[config.mk]
export PLATFORM = sky130hd
export DESIGN_NAME = ac_motor_vf_ramp_control
export DESIGN_NICKNAME = d
export VERILOG_FILES = /design/src/rtl/ac_motor_pkg.sv /design/src/rtl/ac_motor_vf_law.sv /design/src/rtl/ac_motor_vf_ramp_control.sv
export SDC_FILE = /design/constraint.sdc
export NUM_CORES = 1
export LEC_CHECK = 0
export BUFFER_PORTS_ARGS = -buffer_cell sky130_fd_sc_hd__buf_4
export CAP_MARGIN = 0
export CORE_MARGIN = 2
export CORE_UTILIZATION = 25
export CTS_CLUSTER_SIZE = 24
export DETAILED_ROUTE_END_ITERATION = 8
export MAX_ROUTING_LAYER = met4
export PLACE_DENSITY = 0.36
export SLEW_MARGIN = 20
export SYNTH_ARGS = -nofsm -noshare
export SYNTH_HDL_FRONTEND = slang
export SYNTH_SLANG_ARGS = --single-unit
[constraint.sdc]
create_clock -name clk -period 16.9 [get_ports clk]
set_input_delay 1.69 -clock clk [delete_from_list [all_inputs] [get_ports clk]]
set_output_delay 1.69 -clock clk [all_outputs]
set_load 0.01 [all_outputs]
[src/rtl/ac_motor_pkg.sv]
`default_nettype none
// ============================================================================
//  Module      : ac_motor_pkg
//  Description : Shared widths, state encodings and ramp-step helper for the
//                AC motor V/f ramp controller.
//  Revision    : 1.0 - initial release
// ============================================================================
package ac_motor_pkg;

    localparam int FREQ_W   = 12;
    localparam int USTR_W   = 12;
    localparam int USTR_MAX = 4095;
    localparam int STATE_W  = 3;

    localparam logic [STATE_W-1:0] ST_IDLE  = 3'd0;
    localparam logic [STATE_W-1:0] ST_START = 3'd1;
    localparam logic [STATE_W-1:0] ST_RAMP  = 3'd2;
    localparam logic [STATE_W-1:0] ST_RUN   = 3'd3;
    localparam logic [STATE_W-1:0] ST_STOP  = 3'd4;
    localparam logic [STATE_W-1:0] ST_FAULT = 3'd5;

    // One step toward the target that never overshoots it.
    function automatic logic [FREQ_W-1:0] step_toward(
        input logic [FREQ_W-1:0] i_freq,
        input logic [FREQ_W-1:0] i_tgt,
        input logic [FREQ_W:0]   i_step
    );
        logic [FREQ_W:0] w_gap;
        if (i_freq < i_tgt) begin
            w_gap = {1'b0, i_tgt} - {1'b0, i_freq};
            step_toward = (w_gap > i_step) ? (i_freq + i_step[FREQ_W-1:0]) : i_tgt;
        end else begin
            w_gap = {1'b0, i_freq} - {1'b0, i_tgt};
            step_toward = (w_gap > i_step) ? (i_freq - i_step[FREQ_W-1:0]) : i_tgt;
        end
    endfunction

endpackage
`default_nettype wire

[src/rtl/ac_motor_vf_law.sv]
`default_nettype none
// ============================================================================
//  Module      : ac_motor_vf_law
//  Description : Registered V/f mapping frequency -> u_str with gain, boost
//                offset and saturation; state-dependent forcing.
//  Revision    : 1.0 - initial release
// ============================================================================
module ac_motor_vf_law
    import ac_motor_pkg::*;
#(
    parameter int VF_GAIN = 256,
    parameter int V_BOOST = 200
) (
    input  logic               clk,
    input  logic               rst,
    input  logic [STATE_W-1:0] i_state,
    input  logic [FREQ_W-1:0]  i_frequency,
    output logic [USTR_W-1:0]  o_u_str
);

    // Product and sum are sized from the gain so no code ever wraps.
    localparam int PROD_W = FREQ_W + $clog2(VF_GAIN + 1);
    localparam int SUM_W  = PROD_W + 1;

    logic [PROD_W-1:0] w_prod;
    logic [SUM_W-1:0]  w_sum;
    logic [USTR_W-1:0] w_sat;
    logic [USTR_W-1:0] r_u_str;

    always_comb begin
        w_prod = PROD_W'(i_frequency) * PROD_W'(VF_GAIN);
        w_sum  = SUM_W'(w_prod >> 8) + SUM_W'(V_BOOST);
        w_sat  = (w_sum > SUM_W'(USTR_MAX)) ? USTR_W'(USTR_MAX) : w_sum[USTR_W-1:0];
    end

    always_ff @(posedge clk) begin
        if (rst) begin
            r_u_str <= '0;
        end else begin
            case (i_state)
                ST_START:                r_u_str <= USTR_W'(V_BOOST);
                ST_RAMP, ST_RUN, ST_STOP: r_u_str <= w_sat;
                default:                 r_u_str <= '0;
            endcase
        end
    end

    assign o_u_str = r_u_str;

endmodule
`default_nettype wire

[src/rtl/ac_motor_vf_ramp_control.sv]
`default_nettype none
// ============================================================================
//  Module      : ac_motor_vf_ramp_control
//  Description : Soft-start / linear-ramp / V/f sequencer driving frequency,
//                u_str and pwm_en of the SVPWM chain from a target speed.
//  Revision    : 1.0 - initial release
// ============================================================================
module ac_motor_vf_ramp_control
    import ac_motor_pkg::*;
#(
    parameter int F_MAX        = 4095,
    parameter int F_STEP       = 1,
    parameter int RAMP_DIV     = 1000,
    parameter int VF_GAIN      = 256,
    parameter int V_BOOST      = 200,
    parameter int BOOST_CYCLES = 50000
) (
    input  logic               clk,
    input  logic               rst,
    input  logic               run,
    input  logic               fault,
    input  logic               cmd_valid,
    output logic               cmd_ready,
    input  logic [FREQ_W-1:0]  f_target,
    output logic [FREQ_W-1:0]  frequency,
    output logic [USTR_W-1:0]  u_str,
    output logic               pwm_en,
    output logic               at_speed,
    output logic [STATE_W-1:0] state
);

    localparam int PRESC_W = $clog2(RAMP_DIV + 1);
    localparam int BOOST_W = $clog2(BOOST_CYCLES + 1);

    localparam logic [PRESC_W-1:0] PRESC_LAST = PRESC_W'(RAMP_DIV - 1);
    localparam logic [BOOST_W-1:0] BOOST_LAST = BOOST_W'(BOOST_CYCLES - 1);
    localparam logic [FREQ_W:0]    STEP_VAL   = (FREQ_W + 1)'(F_STEP);
    localparam logic [FREQ_W-1:0]  FMAX_VAL   = FREQ_W'(F_MAX);

    logic [STATE_W-1:0] r_state;
    logic [FREQ_W-1:0]  r_freq;
    logic [FREQ_W-1:0]  r_tgt;
    logic [PRESC_W-1:0] r_presc;
    logic [BOOST_W-1:0] r_boost;
    logic               r_pwm_en;
    logic               r_at_speed;
    logic               r_cmd_ready;

    logic [STATE_W-1:0] w_state_next;
    logic [FREQ_W-1:0]  w_freq_next;
    logic [FREQ_W-1:0]  w_tgt_next;
    logic [FREQ_W-1:0]  w_ramp_tgt;
    logic [FREQ_W-1:0]  w_stepped;
    logic [FREQ_W-1:0]  w_freq_tick;
    logic [PRESC_W-1:0] w_presc_next;
    logic               w_tick;
    logic               w_cmd_accept;
    logic               w_ramping;

    // Command capture, ramp tick and candidate step
    always_comb begin
        w_cmd_accept = cmd_valid && r_cmd_ready && !fault;
        w_tgt_next   = r_tgt;
        if (w_cmd_accept) begin
            w_tgt_next = (f_target > FMAX_VAL) ? FMAX_VAL : f_target;
        end
        w_ramping   = (r_state == ST_RAMP) || (r_state == ST_STOP);
        w_tick      = w_ramping && (r_presc == PRESC_LAST);
        w_ramp_tgt  = (r_state == ST_STOP) ? '0 : r_tgt;
        w_stepped   = step_toward(r_freq, w_ramp_tgt, STEP_VAL);
        w_freq_tick = w_tick ? w_stepped : r_freq;
    end

    // Next-state / next-frequency; fault beats run, run beats the tick
    always_comb begin
        w_state_next = r_state;
        w_freq_next  = r_freq;
        if (fault) begin
            w_state_next = ST_FAULT;
            w_freq_next  = '0;
        end else begin
            case (r_state)
                ST_IDLE: begin
                    w_freq_next = '0;
                    if (run) w_state_next = ST_START;
                end
                ST_START: begin
                    w_freq_next = '0;
                    if (!run)                       w_state_next = ST_STOP;
                    else if (r_boost == BOOST_LAST) w_state_next = ST_RAMP;
                end
                ST_RAMP: begin
                    if (!run) begin
                        w_state_next = ST_STOP;
                    end else begin
                        w_freq_next = w_freq_tick;
                        if (w_freq_tick == r_tgt) w_state_next = ST_RUN;
                    end
                end
                ST_RUN: begin
                    if (!run)                w_state_next = ST_STOP;
                    else if (r_freq != r_tgt) w_state_next = ST_RAMP;
                end
                ST_STOP: begin
                    if (run) begin
                        w_state_next = ST_RAMP;
                    end else begin
                        w_freq_next = w_freq_tick;
                        if (w_freq_tick == '0) w_state_next = ST_IDLE;
                    end
                end
                ST_FAULT: begin
                    w_freq_next = '0;
                    if (!run) w_state_next = ST_IDLE;
                end
                default: begin
                    w_state_next = ST_FAULT;
                    w_freq_next  = '0;
                end
            endcase
        end
    end

    // Prescaler restarts on every entry into RAMP or STOP
    always_comb begin
        w_presc_next = '0;
        if (((w_state_next == ST_RAMP) || (w_state_next == ST_STOP)) && (w_state_next == r_state)) begin
            w_presc_next = w_tick ? '0 : (r_presc + PRESC_W'(1));
        end
    end

    always_ff @(posedge clk) begin
        if (rst) begin
            r_state     <= ST_IDLE;
            r_freq      <= '0;
            r_tgt       <= '0;
            r_presc     <= '0;
            r_boost     <= '0;
            r_pwm_en    <= 1'b0;
            r_at_speed  <= 1'b0;
            r_cmd_ready <= 1'b1;
        end else begin
            r_state     <= w_state_next;
            r_freq      <= w_freq_next;
            r_tgt       <= w_tgt_next;
            r_presc     <= w_presc_next;
            r_boost     <= ((r_state == ST_START) && (w_state_next == ST_START)) ?
                           (r_boost + BOOST_W'(1)) : '0;
            r_pwm_en    <= (w_state_next inside {ST_START, ST_RAMP, ST_RUN, ST_STOP});
            r_at_speed  <= (w_state_next == ST_RUN) && (w_freq_next == w_tgt_next);
            r_cmd_ready <= (w_state_next != ST_FAULT);
        end
    end

    ac_motor_vf_law #(
        .VF_GAIN (VF_GAIN),
        .V_BOOST (V_BOOST)
    ) u_vf_law (
        .clk         (clk),
        .rst         (rst),
        .i_state     (r_state),
        .i_frequency (r_freq),
        .o_u_str     (u_str)
    );

    assign frequency = r_freq;
    assign pwm_en    = r_pwm_en;
    assign at_speed  = r_at_speed;
    assign cmd_ready = r_cmd_ready;
    assign state     = r_state;

endmodule
`default_nettype wire
After elaboration in Yosys (flattened, before gate mapping)
Cells that the tools add are included.
{"block": "classes", "muxes": 25, "mul": 0, "bitwise_logic": 2, "reduce_logical": 15, "div": 0, "n_addsub": 7, "n_eq_ne": 16, "shifts": 0, "magnitude_cmp": 5}
{"cell": "$mux W12", "count": 11}
{"cell": "$pmux W12 S3", "count": 1}
{"cell": "$mux W3", "count": 11}
{"cell": "$gt A13 B1 Y1 const B", "count": 2}
{"cell": "$sub A12 B12 Y13", "count": 2}
{"cell": "$eq A12 B12 Y1", "count": 2}
{"cell": "$pmux W12 S2", "count": 1}
{"cell": "$gt A22 B12 Y1 const B", "count": 1}
{"cell": "$pmux W3 S6", "count": 1}
{"cell": "$add A16 B1 Y16 const B", "count": 1}
{"cell": "$eq A16 B16 Y1 const B", "count": 1}
{"cell": "$add A12 B8 Y13 const B", "count": 1}
{"cell": "$add A12 B1 Y12 const B", "count": 1}
{"cell": "$eq A3 B2 Y1 const B", "count": 4}
{"cell": "$gt A12 B12 Y1 const B", "count": 1}
{"cell": "$logic_not A12 Y1", "count": 1}
{"cell": "$lt A12 B12 Y1", "count": 1}
{"cell": "$ne A12 B12 Y1", "count": 1}
{"cell": "$sub A12 B1 Y12 const B", "count": 1}
{"cell": "$add A10 B1 Y10 const B", "count": 1}
{"cell": "$eq A10 B10 Y1 const B", "count": 1}
{"cell": "$eq A3 B3 Y1 const B", "count": 3}
{"cell": "$eq A3 B1 Y1 const B", "count": 2}
{"cell": "$logic_and A1 B1 Y1", "count": 6}
{"cell": "9 further kinds", "count": 12}
{"block": "totals", "romBits": 0, "ram_bits": 0, "latchBits": 0, "out_inout_bits": 30, "mem_count": 0, "wordCells": 79, "input_bits": 17, "ff_bits": 68}

Logic depth before layout (Yosys ltp)
{"block": "depth", "word_depth": 17, "mapped_depth": 25, "ltp_nobuf": 17}

By module
Synthesis repeated with hierarchy kept, for this count alone.
{"block": "unflattened", "cells_unflattened": 882, "area_unflattened_um2": 6636.4}
{"mod": "ac_motor_vf_ramp_control", "area_each_um2": 5954.5, "seq_area_each_um2": 1121.1, "instances": 1, "cells_each": 804}
{"mod": "ac_motor_vf_law", "area_each_um2": 681.9, "seq_area_each_um2": 240.2, "instances": 1, "cells_each": 78}

Least setup slack after synthesis
OpenSTA, ideal clock, no wires.
{"block": "synth_path", "path_type": "register -> register", "start": "register r_state[1] (netlist: state[1])", "end": "register r_boost[9]", "period_less_slack_ps": 5784, "arrival_time_ps": 5722, "setup_ps": 62, "n_path_buf": 9, "path_stages_with_launch": 25, "setup_slack_ps": 11116, "required_time_ps": 16838, "cell_sequence": "dfxtp_1 > or3b_1 > buf_2 > buf_2 > buf_1 > buf_1 > nand2_1 > ha_1 > clkbuf_1 > and2_1 > o211ai_2 > o211ai_1 > mux2_1 > or4_1 > a211oi_1 > buf_4 > buf_2 > mux2_2 > nor3_1 > o2111a_1 > a22oi_2 > or4_4 > buf_6 > buf_8 > nor2_4"}
{"block": "synth_via", "elab_chain_cells": 16, "word_cells_on_any_way": 36, "cone_classes": "2 x add/sub; 3 x order compare; 7 x eq/ne; 17 x mux; 1 x bitwise; 6 x reduce/logical"}
{"element": "start: declaration", "line_no": "ac_motor_vf_ramp_control.sv:40", "source": "logic [STATE_W-1:0] r_state;"}
{"element": "start signal: assignment", "line_no": "ac_motor_vf_ramp_control.sv:143", "source": "r_state <= w_state_next;"}
{"element": "$eq A3 B3 Y1", "line_no": "ac_motor_vf_ramp_control.sv:67, ac_motor_vf_ramp_control.sv:69, ac_motor_vf_ramp_control.sv:82"}
{"element": "$mux W12", "line_no": "ac_motor_vf_ramp_control.sv:69", "source": "w_ramp_tgt = (r_state == ST_STOP) ? '0 : r_tgt;"}
{"element": "$sub A12 B12 Y13 (on tied branches)", "line_no": "ac_motor_pkg.sv:33, ac_motor_pkg.sv:30"}
{"element": "$gt A13 B1 Y1 (on tied branches)", "line_no": "ac_motor_pkg.sv:34, ac_motor_pkg.sv:31"}
{"element": "$mux W12 (on tied branches)", "line_no": "ac_motor_pkg.sv:34, ac_motor_pkg.sv:31"}
{"element": "$mux W12", "line_no": "ac_motor_pkg.sv:29", "source": "if (i_freq < i_tgt) begin"}
{"element": "$mux W12", "line_no": "ac_motor_vf_ramp_control.sv:71", "source": "w_freq_tick = w_tick ? w_stepped : r_freq;"}
{"element": "$eq A12 B12 Y1 or $logic_not A12 Y1 (tied branches)", "line_no": "ac_motor_vf_ramp_control.sv:97, ac_motor_vf_ramp_control.sv:109"}
{"element": "$mux W3 (on tied branches)", "line_no": "ac_motor_vf_ramp_control.sv:97, ac_motor_vf_ramp_control.sv:109"}
{"element": "$mux W3 (on tied branches)", "line_no": "ac_motor_vf_ramp_control.sv:93, ac_motor_vf_ramp_control.sv:105"}
{"element": "$pmux W3 S6", "line_no": "ac_motor_vf_ramp_control.sv:82", "source": "case (r_state)"}
{"element": "$mux W3", "line_no": "ac_motor_vf_ramp_control.sv:78", "source": "if (fault) begin"}
{"element": "$eq A3 B1 Y1", "line_no": "ac_motor_vf_ramp_control.sv:147", "source": "r_boost <= ((r_state == ST_START) && (w_state_next == ST_START)) ?"}
{"element": "$logic_and A1 B1 Y1 (*)", "line_no": "ac_motor_vf_ramp_control.sv:147"}
{"element": "$not A1 Y1 (no source line) (*)"}
{"element": "$reduce_or A2 Y1 (no source line) (*)"}
{"element": "end signal: assignment", "line_no": "ac_motor_vf_ramp_control.sv:147"}
{"element": "end: declaration", "line_no": "ac_motor_vf_ramp_control.sv:44", "source": "logic [BOOST_W-1:0] r_boost;"}
Mark *: on every way between the ends. The rest lies on a longest branch, timed or not.
A chain may end at the register's enable or synchronous reset.

Worst setup path in the final report
{"block": "layout_path", "start": "register r_state[1] (netlist: state[1])", "end": "register r_at_speed (netlist: at_speed)"}
{"block": "layout_via", "elab_chain_cells": 14, "word_cells_on_any_way": 39, "cone_classes": "2 x add/sub; 3 x order compare; 8 x eq/ne; 21 x mux; 5 x reduce/logical"}
{"element": "$eq A3 B3 Y1", "line_no": "ac_motor_vf_ramp_control.sv:67, ac_motor_vf_ramp_control.sv:69, ac_motor_vf_ramp_control.sv:82"}
{"element": "$mux W12", "line_no": "ac_motor_vf_ramp_control.sv:69"}
{"element": "$sub A12 B12 Y13 (on tied branches)", "line_no": "ac_motor_pkg.sv:33, ac_motor_pkg.sv:30"}
{"element": "$gt A13 B1 Y1 (on tied branches)", "line_no": "ac_motor_pkg.sv:34, ac_motor_pkg.sv:31"}
{"element": "$mux W12 (on tied branches)", "line_no": "ac_motor_pkg.sv:34, ac_motor_pkg.sv:31"}
{"element": "$mux W12", "line_no": "ac_motor_pkg.sv:29"}
{"element": "$mux W12", "line_no": "ac_motor_vf_ramp_control.sv:71"}
{"element": "$eq A12 B12 Y1 or $logic_not A12 Y1 (tied branches)", "line_no": "ac_motor_vf_ramp_control.sv:97, ac_motor_vf_ramp_control.sv:109"}
{"element": "$mux W3 (on tied branches)", "line_no": "ac_motor_vf_ramp_control.sv:97, ac_motor_vf_ramp_control.sv:109"}
{"element": "$mux W3 (on tied branches)", "line_no": "ac_motor_vf_ramp_control.sv:93, ac_motor_vf_ramp_control.sv:105"}
{"element": "$pmux W3 S6", "line_no": "ac_motor_vf_ramp_control.sv:82"}
{"element": "$mux W3", "line_no": "ac_motor_vf_ramp_control.sv:78"}
{"element": "$eq A3 B2 Y1", "line_no": "ac_motor_vf_ramp_control.sv:150", "source": "r_at_speed <= (w_state_next == ST_RUN) && (w_freq_next == w_tgt_next);"}
{"element": "$logic_and A1 B1 Y1 (*)", "line_no": "ac_motor_vf_ramp_control.sv:150"}
{"element": "end signal: assignment", "line_no": "ac_motor_vf_ramp_control.sv:150"}
{"element": "end: declaration", "line_no": "ac_motor_vf_ramp_control.sv:46", "source": "logic r_at_speed;"}
Marked as above.

==> impl_metrics.csv <==
group,metric,value,unit
global_route,grt_max_degree,34,
sta,hold_viol_final,0,
sta,setup_viol,0,
logic_synthesis,ys.flop_type,"dfxtp_1",
flow_run,maxCapViolations,0,
critical_path,crit_path_max_fanout,33,
clock_tree,cts_sinks,68,
global_route,antenna_found_initial,0,
floorplan,core_area,0.02606,mm2
routing,drtAntennaViolNets,0,
sta,rsz0062_at_grt,"false",
critical_path,required,17.14,ns
routing,wl,26320,um
sta,tightest_slew,0.9999,ns
routing,vias,6673,
cells_and_area,utilization,29.04,%
clock_tree,root_buffer,"clkbuf_16",
logic_synthesis,async_reset_ff_share,0,%
critical_path,crit_path_end_kind,"flop",
cells_and_area,drive_above_1_share,14.14,%
floorplan,die_w,166.9,um
logic_synthesis,ys_warn_count,0,
place,post-dp-hpwl,20020,um
sta,maxSlewHeadroom,32.72,%
critical_path,start_kind,"flop",
place,port_buffers,46,
global_route,grt_pass1_wl,40630,um
sta,drv_slew,0,
global_route,grt_usage,19.34,%
place,place.gp.congestion,0.8932,
cells_and_area,final_common_cell,"nor2_1",
logic_synthesis,syn-mean-instance-area,7.475,um2
cells_and_area,instances_no_fill,1240,
sta,post-route-min-period,6.595,ns
logic_synthesis,synth_edf_count,0,
cells_and_area,design_area,0.007567,mm2
clock_tree,htree_levels,3,
power,max-vdd-ir-drop,0.03837,mV
logic_synthesis,syn_inst,888,
cells_and_area,n_antenna_cell,0,
logic_synthesis,syn_nets,932,
clock_tree,clockBufferDepth,2,
clock_tree,clk_latency,0.34,ns
place,dp.cells,1224,
clock_tree,cts_buffers,9,
clock_tree,ctsHoldBuffers,0,
critical_path,cp-startpoint,"state[1]",
power,p_per_area,66.37,mW/mm2
logic_synthesis,synth.distinct_cells,89,
floorplan,rows,59,
clock_tree,cts.reportedPaths.clkPinSlew,0.06,ns
floorplan,initial_core_util,25.47,%
clock_tree,cts_tree,"yes",
floorplan,io-pin-count,47,
routing,drtIter0Drc,505,
logic_synthesis,ys_seq_area_share,20.51,%
critical_path,path_class,"flop to flop",
logic_synthesis,netlist_area,0.006638,mm2
routing,dr.pass1.iters,5,
sta,fin_crit_sh,39.03,%
sta,fin_tns_setup,0,ns
place,place_area,0.007261,mm2
power,p_leak,3.001,nW
floorplan,die_area,0.02787,mm2
cells_and_area,area_delta_synth_final,14.01,%
floorplan,die_height,166.9,um
critical_path,r2r_start,"state[1]",
global_route,gr-total-overflow,0,
cells_and_area,layout_common_cells,"108 x nor2_1, 77 x nand2_1, 68 x dfxtp_1, 61 x buf_4, 48 x a21oi_1",
cells_and_area,nets,944,
hold_path,worstHoldPathType,"flop to flop",
status,outcome,"completed",
clock_tree,ctsResizeCount,0,
logic_synthesis,ys_ff_latch,68,
hold_path,worstHoldStart,"r_boost[0]",
global_route,grt_pass1_vias,6612,
sta,fmax,151.6,MHz
critical_path,arrival,6.84,ns
routing,route.detailed.drc,0,
routing,wl_per_cell,21.22,um
clock_tree,cts_setup_buffers,0,
sta,fin_worst_skew,0.009787,ns
routing,routed_via_density,5.381,
final cells by class:
class | instances | area [um2]
fill | 2909 | 18490
timing repair buffer | 61 | 457.9
inverter | 32 | 120.1
multi-input combinational | 728 | 4902
clock buffer | 9 | 225.2
tap | 335 | 419.2
sequential | 68 | 1361
clock inverter | 7 | 81.33
report_power, final:
group | switching (W) | internal, W | total [W]
combinational | 0.0000851 | 0.0000499 | 0.000135
sequential | 0.00000625 | 0.000163 | 0.000170
clock | 0.0000811 | 0.000117 | 0.000198
path summary, 6_finish.rpt:
check	end	slack, ns	depth (start not counted)
max	at_speed	10.30	18
min	r_boost[0]	0.46	1
min reg2reg	r_boost[0]	0.46	1
max reg2reg	at_speed	10.30	18
registers in the layout, indices dropped and copies added, names as in the netlist:
name,flops
at_speed,1
cmd_ready,1
frequency,12
pwm_en,1
r_boost,16
r_presc,10
r_tgt,12
state,3
u_vf_law.o_u_str,12
worst max-delay path, cell delays in order (launching register included):
cell	delay, ns
dfxtp_1	0.69
or3b_1	0.19
buf_4	0.35
nand2_1	0.21
ha_1	0.42
and4b_1	0.26
nor4_1	0.40
o211ai_1	0.17
mux2_1	0.34
or4_1	0.59
a211oi_4	0.25
buf_4	0.40
mux2i_1	0.41
a2111oi_0	0.16
a311o_1	0.37
nor4_1	0.35
nand4_1	0.20
nand3_1	0.40
nor4b_1	0.29
logic make-up (layout without fill, tap and decap cells):
kind of cell	count (synthesis)	after routing	synth area share (%)
mux	37	37	5.693
compound gates	212	212	23.07
buf+inv	92	109	5.900
flops	68	68	20.51
xor+xnor	67	67	8.841
fa+ha+maj	27	27	5.203
simple gates	385	385	30.78
per-layer routing:
metal / vias to the layer above / track usage [%] / wire length (um) / part of all wire [%]
met2: 169 / 29.90 / 11830 / 45
met3: 47 / 2.258 / 956 / 3.6
met4: 0 / 8.433 / 1081 / 4.1
met5: - / - / 0 / 0
met1: 3225 / 25.43 / 12440 / 47
li1: 3232 / - / - / -
Yosys cell counts (all sizes together) (12+ instances only):
master | number | area [um2]
clkbuf | 44 | 165.2
inv | 30 | 112.6
a21oi | 48 | 240.2
buf | 16 | 106.3
o31ai | 12 | 90.09
nor3 | 26 | 140.1
xnor2 | 43 | 376.6
dfxtp | 68 | 1361
o21ai | 35 | 175.2
mux2i | 31 | 310.3
nand3 | 38 | 202.7
xor2 | 24 | 210.2
nor2 | 118 | 508.0
nand2b | 12 | 75.07
nor2b | 17 | 106.4
ha | 26 | 325.3
nand2 | 77 | 289.0
stage by stage:
stage / power (W) / setup slack [ns] / hold WS [ns]
after global placement: 0.0003092 / 10.31 / 0.4584
after CTS: 0.0005114 / 10.37 / 0.4744
after floorplan: 0.0002645 / 11.12 / 0.4389
after detailed placement: 0.0003070 / 10.38 / 0.4549
after global routing: 0.0005301 / 9.933 / 0.4903
final: 0.0005022 / 10.30 / 0.4650
Power figures use the tool's default switching activity.
